<file path="src/rtl/wb_stage_pkg.sv">
// wb_stage_pkg -- shared definitions for the write-back stage.
//   MEM2WB_LEN : width of the MEM->WB pipeline bus
//   WB_FWD_LEN : width of the WB bypass bus {we, waddr, wdata}
//   ld_op_e    : load-type encodings carried alongside the bus
//   mem2wb_t   : field layout of the MEM->WB bus, MSB first
package wb_stage_pkg;

    localparam int MEM2WB_LEN = 103;
    localparam int WB_FWD_LEN = 38;

    typedef enum logic [2:0] {
        LD_W  = 3'b000,
        LD_B  = 3'b001,
        LD_H  = 3'b010,
        LD_BU = 3'b011,
        LD_HU = 3'b100
    } ld_op_e;

    typedef struct packed {
        logic [31:0] alu_result;
        logic [31:0] data;
        logic        rf_we;
        logic        res_from_mem;
        logic [4:0]  rf_waddr;
        logic [31:0] pc;
    } mem2wb_t;

endpackage

</file>
<file path="src/rtl/wb_stage_ld_extend.sv">
// ld_extend -- combinational load-data extraction.
//   rdata  : raw 32-bit word returned by memory
//   off    : byte offset (alu_result[1:0]) of the access
//   ld_op  : load type (unknown codes behave as a full word)
//   result : extracted and sign/zero-extended 32-bit value
// Misaligned halfword/word offsets are not trapped here: only the
// offset bits that matter for the access size select the data.
import wb_stage_pkg::*;

module ld_extend (
    input  logic [31:0] rdata,
    input  logic [1:0]  off,
    input  logic [2:0]  ld_op,
    output logic [31:0] result
);

    logic [7:0]  lane [4];
    logic [7:0]  byte_sel;
    logic [15:0] half_sel;

    for (genvar gi = 0; gi < 4; gi++) begin : g_lane
        assign lane[gi] = rdata[8*gi +: 8];
    end

    assign byte_sel = lane[off];
    // Halfword select looks at off[1] only; off[0] is ignored.
    assign half_sel = off[1] ? rdata[31:16] : rdata[15:0];

    always_comb begin
        result = rdata;
        case (ld_op)
            LD_B:    result = {{24{byte_sel[7]}}, byte_sel};
            LD_BU:   result = {24'd0, byte_sel};
            LD_H:    result = {{16{half_sel[15]}}, half_sel};
            LD_HU:   result = {16'd0, half_sel};
            default: result = rdata;
        endcase
    end

endmodule

</file>
<file path="src/rtl/wb_stage.sv">
// wb_stage -- pipeline write-back stage.
//   clk, reset         : clock and synchronous active-high reset
//   MEMreg_valid       : MEM holds a valid instruction
//   MEM_ready_go       : MEM result is complete this cycle
//   MEMreg_2WB         : MEM->WB bus (see mem2wb_t)
//   MEM_ld_op          : load type of the MEM instruction
//   WB_allow_in        : WB can accept an instruction this cycle
//   rf_we/waddr/wdata  : register-file write port
//   WB_fwd             : {fwd_we, fwd_waddr, fwd_wdata} bypass to ID
//   debug_wb_*         : trace port
//   retire_cnt         : instructions retired since reset (wraps)
import wb_stage_pkg::*;

module wb_stage (
    input  logic                  clk,
    input  logic                  reset,
    input  logic                  MEMreg_valid,
    input  logic                  MEM_ready_go,
    input  logic [MEM2WB_LEN-1:0] MEMreg_2WB,
    input  logic [2:0]            MEM_ld_op,
    output logic                  WB_allow_in,
    output logic                  rf_we,
    output logic [4:0]            rf_waddr,
    output logic [31:0]           rf_wdata,
    output logic [WB_FWD_LEN-1:0] WB_fwd,
    output logic [31:0]           debug_wb_pc,
    output logic [3:0]            debug_wb_rf_we,
    output logic [4:0]            debug_wb_rf_wnum,
    output logic [31:0]           debug_wb_rf_wdata,
    output logic [31:0]           retire_cnt
);

    logic        wb_valid_reg;
    mem2wb_t     bus_reg;
    logic [2:0]  ld_op_reg;
    logic [31:0] retire_cnt_reg;

    logic        wb_ready_go;
    logic        capture;
    logic [31:0] ld_result;
    logic [31:0] final_result;

    // WB always completes in one cycle, so it never back-pressures.
    assign wb_ready_go = 1'b1;
    assign WB_allow_in = !wb_valid_reg || wb_ready_go;
    assign capture     = MEMreg_valid && MEM_ready_go && WB_allow_in;

    always_ff @(posedge clk) begin
        if (reset) begin
            wb_valid_reg   <= 1'b0;
            bus_reg        <= '0;
            ld_op_reg      <= 3'b000;
            retire_cnt_reg <= 32'd0;
        end else begin
            // Count the instruction leaving WB on this edge.
            if (wb_valid_reg) begin
                retire_cnt_reg <= retire_cnt_reg + 32'd1;
            end
            wb_valid_reg <= capture;
            // Payload holds when nothing is captured; only valid drops.
            if (capture) begin
                bus_reg   <= mem2wb_t'(MEMreg_2WB);
                ld_op_reg <= MEM_ld_op;
            end
        end
    end

    ld_extend u_ld_extend (
        .rdata  (bus_reg.data),
        .off    (bus_reg.alu_result[1:0]),
        .ld_op  (ld_op_reg),
        .result (ld_result)
    );

    assign final_result = bus_reg.res_from_mem ? ld_result : bus_reg.alu_result;

    // Writes to r0 are still presented; only the bypass suppresses them.
    assign rf_we    = wb_valid_reg && bus_reg.rf_we;
    assign rf_waddr = bus_reg.rf_waddr;
    assign rf_wdata = final_result;

    assign WB_fwd = {rf_we && (rf_waddr != 5'd0), rf_waddr, final_result};

    assign debug_wb_pc       = bus_reg.pc;
    assign debug_wb_rf_we    = {4{rf_we}};
    assign debug_wb_rf_wnum  = rf_waddr;
    assign debug_wb_rf_wdata = final_result;

    assign retire_cnt = retire_cnt_reg;

endmodule

</file>
<file path="config.mk">
export PLATFORM = sky130hd
export DESIGN_NAME = wb_stage
export DESIGN_NICKNAME = d
export VERILOG_FILES = /design/src/rtl/wb_stage_pkg.sv /design/src/rtl/wb_stage_ld_extend.sv /design/src/rtl/wb_stage.sv
export SDC_FILE = /design/constraint.sdc
export NUM_CORES = 1
export LEC_CHECK = 0
export ABC_AREA = 1
export BUFFER_PORTS_ARGS = -buffer_cell sky130_fd_sc_hd__clkbuf_2
export CAP_MARGIN = 30
export CORE_UTILIZATION = 34
export CTS_CLUSTER_DIAMETER = 30
export DETAILED_ROUTE_END_ITERATION = 10
export PLACE_DENSITY_LB_ADDON = 0.25
export REMOVE_ABC_BUFFERS = 1
export SLEW_MARGIN = 20
export SYNTH_ARGS = -nofsm -noshare
export SYNTH_HDL_FRONTEND = slang
export SYNTH_SLANG_ARGS = --single-unit
</file>
<file path="constraint.sdc">
create_clock -name clk -period 2 [get_ports clk]
set_clock_uncertainty 0.15 [all_clocks]
set_input_delay 0.2 -clock clk [delete_from_list [all_inputs] [get_ports clk]]
set_output_delay 0.2 -clock clk [all_outputs]
set_load 0.05 [all_outputs]
</file>
* Yosys cells after proc, flatten, opt, wreduce, memory -nomap -nowiden *
Cells that the tools add are included.

operators by class
  eq/ne operators = 4
  add/subtract/negate cells = 1
  reductions and logical operators = 4
  order comparisons = 1
  muxes and demuxes = 6
  bitwise gates (word level) = 1

operator list
  cell                                                              count
  32-bit one-hot mux with 4 select lines                            1
  32-bit by 1-bit adder with 32-bit output (second input constant)  1
  32-bit 2-to-1 mux                                                 1
  8-bit binary-select mux with 2-bit select                         1
  16-bit 2-to-1 mux                                                 1
  8-bit 2-to-1 mux                                                  2
  3-bit by 2-bit == test with 1-bit output (second input constant)  2
  5-bit nonzero test                                                1
  3-bit by 1-bit == test with 1-bit output (second input constant)  1
  3-bit == test (second input constant)                             1
  3-bit greater-or-equal comparator (second input constant)         1
  1-bit logical AND                                                 3
  2-bit inverter with 3-bit output                                  1

storage, ports and cells
  output and inout port bits = 182
  register bits after elaboration = 139
  word-level logic and storage cells = 26
  input bits = 110

* Longest topological paths before layout *
  word-level depth = 6
  gate-level depth with buffers = 11
  mapped depth without buffers = 9

* Hierarchy *
From an unflattened synthesis, not the netlist that was laid out.

unflattened totals
  cells, all modules = 1127
  area total of the unflattened synthesis = 7662.3 um2

modules (own cells, without submodules)
  module     cells an instance  instances  area each (um2)  sequential area each (um2)
  wb_stage   916                1          6625.1           2782.7
  ld_extend  211                1          1037.2           0.0

* Least setup slack after synthesis *
No wires, ideal clock.

  path kind = flip-flop to output port
  start = reg bus_reg[37] in the netlist's numbering
  end = out debug_wb_rf_wdata[1]
  cell stages (with the launch flop) = 5
  setup slack = -0.627 ns
  arrival time = 2.277 ns
  path through = dfxtp_1 > clkbuf_1 > clkbuf_1 > o21ai_0 > buf_4

between the ends
  cells in the longest elaborated chain, start to end = 1

RTL lines
  element                 RTL line        text
  start, declared         wb_stage.sv:34  mem2wb_t bus_reg;
  start signal, assigned  wb_stage.sv:62  bus_reg <= mem2wb_t'(MEMreg_2WB);
  32-bit 2-to-1 mux       wb_stage.sv:75  assign final_result = bus_reg.res_from_mem ? ld_result : bus_reg.alu_result;
  end, declared           wb_stage.sv:29  output logic [31:0] debug_wb_rf_wdata,

No other way between the ends.

* Worst setup path in the final report *
  start = reg ld_op_reg[2]
  end = out debug_wb_rf_wdata[28]

between the ends
  cells in the longest elaborated chain, start to end = 3
  elaborated cells on any way between the ends = 6
  classes of those cells = 4 x eq/ne; 2 x mux

RTL lines
  element                                      RTL line                  text
  start, declared                              wb_stage.sv:35            logic [2:0] ld_op_reg;
  start signal, assigned                       wb_stage.sv:63            ld_op_reg <= MEM_ld_op;
  3-bit == test, or another cell as far along  wb_stage_ld_extend.sv:31  case (ld_op)
  32-bit one-hot mux with 4 select lines *     wb_stage_ld_extend.sv:31
  32-bit 2-to-1 mux *                          wb_stage.sv:75

Every way passes the cells marked *; elsewhere a longest branch is shown, timed or not.

==> summary.md <==
| Metric | Value |
|---|---|
| Status | complete, but fails checks |
| Failing checks | negative setup slack |
| Fin. Hold Viols | 0 |
| Routed WL | 25.4 mm |
| Critical-path maximum fanout | 20 |
| Initial antenna violation count | 0 |
| Routed length per instance | 14.9 µm |
| P_int | 6.01 mW |
| Final setup fails | 96 |
| Met2 routed WL | 12.7 mm |
| Crit path time final | 2400 ps |
| Async set-reset flop share out of synthesis | 0% |
| Post-synth cell types | 34 |
| H-tree Lvls | 4 |
| WHS | 69.5 ps |
| Flops & latches, synth | 139 |
| Most used DFF post-synth | dfxtp_1 |
| Met1 Routed Length | 10.6 mm |
| CTS Buf Count | 17 |
| RD Place Congestion | 0.903 |
| Clock transition at path regs | 60 ps |
| Die W | 150 µm |
| Cell breakdown of the critical path | inv_2 > nand3_1 > nand2_2 > inv_4 > nand2_1 > buf_12 > o21ai_1 > nor2_1 > nor2_4 > buf_8 |
| Max Cap Violations | 0 |
| Most common cell after layout, fill and taps aside | nor2_1 |
| Critical path data arrival time | 2050 ps |
| Input/output buffers | 290 |
| Critical path type | register to output port |
| Clock sinks | 139 |
| Post-Syn Area | 0.00740 mm² |
| DIE HEIGHT | 150 µm |
| Initial Util | 35.0% |
| Switching power | 3.33 mW |
| Post-DP HPWL | 16.6 mm |
| VDD IR max | 0.575 mV |
| Uppermost layer routed | met4 |
| Pin count of the biggest net entering global routing | 54 |
| Worst Path Buf+Inv | 4 |
| Worst slew pin tran | 517 ps |
| Num ports | 292 |
| Max reg flops | 66 |
| Synth Warn # | 0 |
| Final worst setup slack | -401 ps |
| Site Rows | 53 |
| Dpl ws | -80.5 ps |
| GR Overflow Total | 0 |
| Cell Count, Final, Fillers Out | 1710 |
| # diodes | 0 |
| Root Buffer | clkbuf_16 |
| Avg Vias per Cell | 4.80 |
| Area added between synthesis and finish | 55.7% |
| Worst-Skew Late Latency | 430 ps |
| Number of global-route vias before repair | 7844 |
| Share of cells above drive strength 1 | 31.8% |
| Die area | 0.0224 mm² |
| Crit-path slowest cell | dfxtp_2 |
| Worst Path Required | 1650 ps |
| Antenna Nets Post-Route | 0 |
| Reg power frac | 32.2% |
| Worst Hold Class | primary input to register |
| Tcrit/Tclk final | 120% |
| CP startpoint kind | register |
| Syn Inst Count | 1121 |
| Commonest non-fill, non-tap cells in the layout | nor2_1, clkbuf_2, o21ai_0 |
| Peak Freq | 417 MHz |
| CP max stage delay | 370 ps |
| Clock group share of total power | 35.3% |
| Slew Viols, Final | 0 |
| LEAKAGE | 5.13 nW |
| CP delay by family, top | simple AND/OR/NAND/NOR gates |
| Comb power frac | 32.6% |
| Post-route DRC violation count | 0 |
| Layout fillers | 1989 |
| Core area | 0.0212 mm² |
| Longest Clk Path Bufs | 2 |
| Vias | 8206 |
| First-pass GRT wire length | 39.3 mm |
| RSZ-0062 raised after global routing | yes |
| Number of synthesized flops with an enable pin | 0 |
| Rel. slew slack | 65.3% |
| Placed insts | 1565 |
| Avg Cell Area, Syn | 6.61 µm² |
| TritonRoute pass-1 iters | 5 |
| Sequential fraction of the synthesis area | 37.6% |
| Nature of the critical path endpoint | output port |
| TritonCTS clock tree | built |
| Power Density | 811 mW/mm² |
| Layout Nets | 1533 |
| Met3 routed WL | 1.69 mm |
| Total GRT Usage | 22.4% |
| Net Sw Frac | 35.7% |
| Initial DRC count | 439 |
-- repair_timing --
action | CTS | global route
setup endpoints to repair | 97 | 105
hold endpoints to repair | 106 | 0
resized for setup | 189 | 130
pin swaps | 8 | 19
setup buffers | 1 | 5
gates cloned | 0 | 1
hold buffers | 106 | 0
-- worst min-delay path, stage by stage --
cell and delay (ps):
clkbuf_2 110, buf_4 200, nor2_1 100
-- power groups by stage --
| stage | clock network, mW | registers [mW] | logic, mW |
|---|---|---|---|
| 2_1_floorplan | 0 | 3.29 | 1.30 |
| 3_3_place_gp | 0 | 3.06 | 2.35 |
| 3_5_place_dp | 0 | 3.07 | 2.36 |
| 4_1_cts | 3.36 | 3.01 | 2.83 |
| 5_1_grt | 3.49 | 3.03 | 3.21 |
| 6_report | 3.30 | 3.01 | 3.04 |
-- per-stage QoR --
step / instance area [µm²] / util (%) / setup TNS, ps / power, mW
detailed placement: 8790 / 41.6 / -670 / 5.43
floorplan: 6310 / - / -285040 / 4.59
global route: 11500 / 54.5 / -39680 / 9.72
finish: 11500 / 54.5 / -30140 / 9.35
global placement: 8790 / 41.6 / -459 / 5.41
CTS: 11200 / 52.8 / -31230 / 9.19
-- cell type report --
class | count | area [µm²] | share of cell area (%)
Clock buffer | 19 | 453 | 3.93
Clock inverter | 13 | 156 | 1.36
Inverter | 69 | 265 | 2.30
Multi-Input combinational cell | 744 | 3550 | 30.8
Sequential cell | 139 | 2790 | 24.2
Tap cell | 275 | 344 | 2.98
Timing Repair Buffer | 451 | 3970 | 34.4
-- cell usage after synthesis, types with 5 or more instances --
cell      instances  area [µm²]
inv_1            61         229
clkbuf_1         42         158
o211ai_1          7        52.6
nand2_1         142         533
a21oi_1          55         275
buf_2             9        45.0
nand4_1          12        75.1
nor2_2            5        31.3
dfxtp_1         139        2780
nor3_1            8        40.0
buf_4           117         878
o21ai_1           5        25.0
o21ai_0         156         781
nor2_1          302        1130
nand3_1          28         140
inv_2             7        26.3
-- metal layers --
metal | GRT usage (%) | up-vias
li1 | - | 4084
met1 | 26.6 | 3786
met2 | 39.3 | 297
met3 | 5.00 | 39
met4 | 7.65 | 0
met5 | 0 | -
-- path summary, 6_finish.rpt --
path | end | cells after the start | slack (ps) | startpoint
setup reg to reg | retire_cnt[18] | 8 | 70 | retire_cnt[1]
hold / removal | retire_cnt[31] | 3 | 70 | reset
hold reg to reg | debug_wb_pc[11] | 2 | 330 | debug_wb_pc[11]
setup / recovery | debug_wb_rf_wdata[28] | 10 | -400 | ld_op_reg[2]
-- logic make-up (layout without fill, tap and decap cells) --
kind of cell / after synthesis / count (layout) / share of synthesized area (%)
simple gates: 506 / 507 / 27.3
buf+inv: 239 / 552 / 18.3
compound gates: 230 / 230 / 16.0
flops: 139 / 139 / 37.6
xor+xnor: 5 / 5 / 0.592
fa+ha+maj: 1 / 1 / 0.169
other cells: 1 / 1 / 0.0506
(Power assumes the default switching activity.)
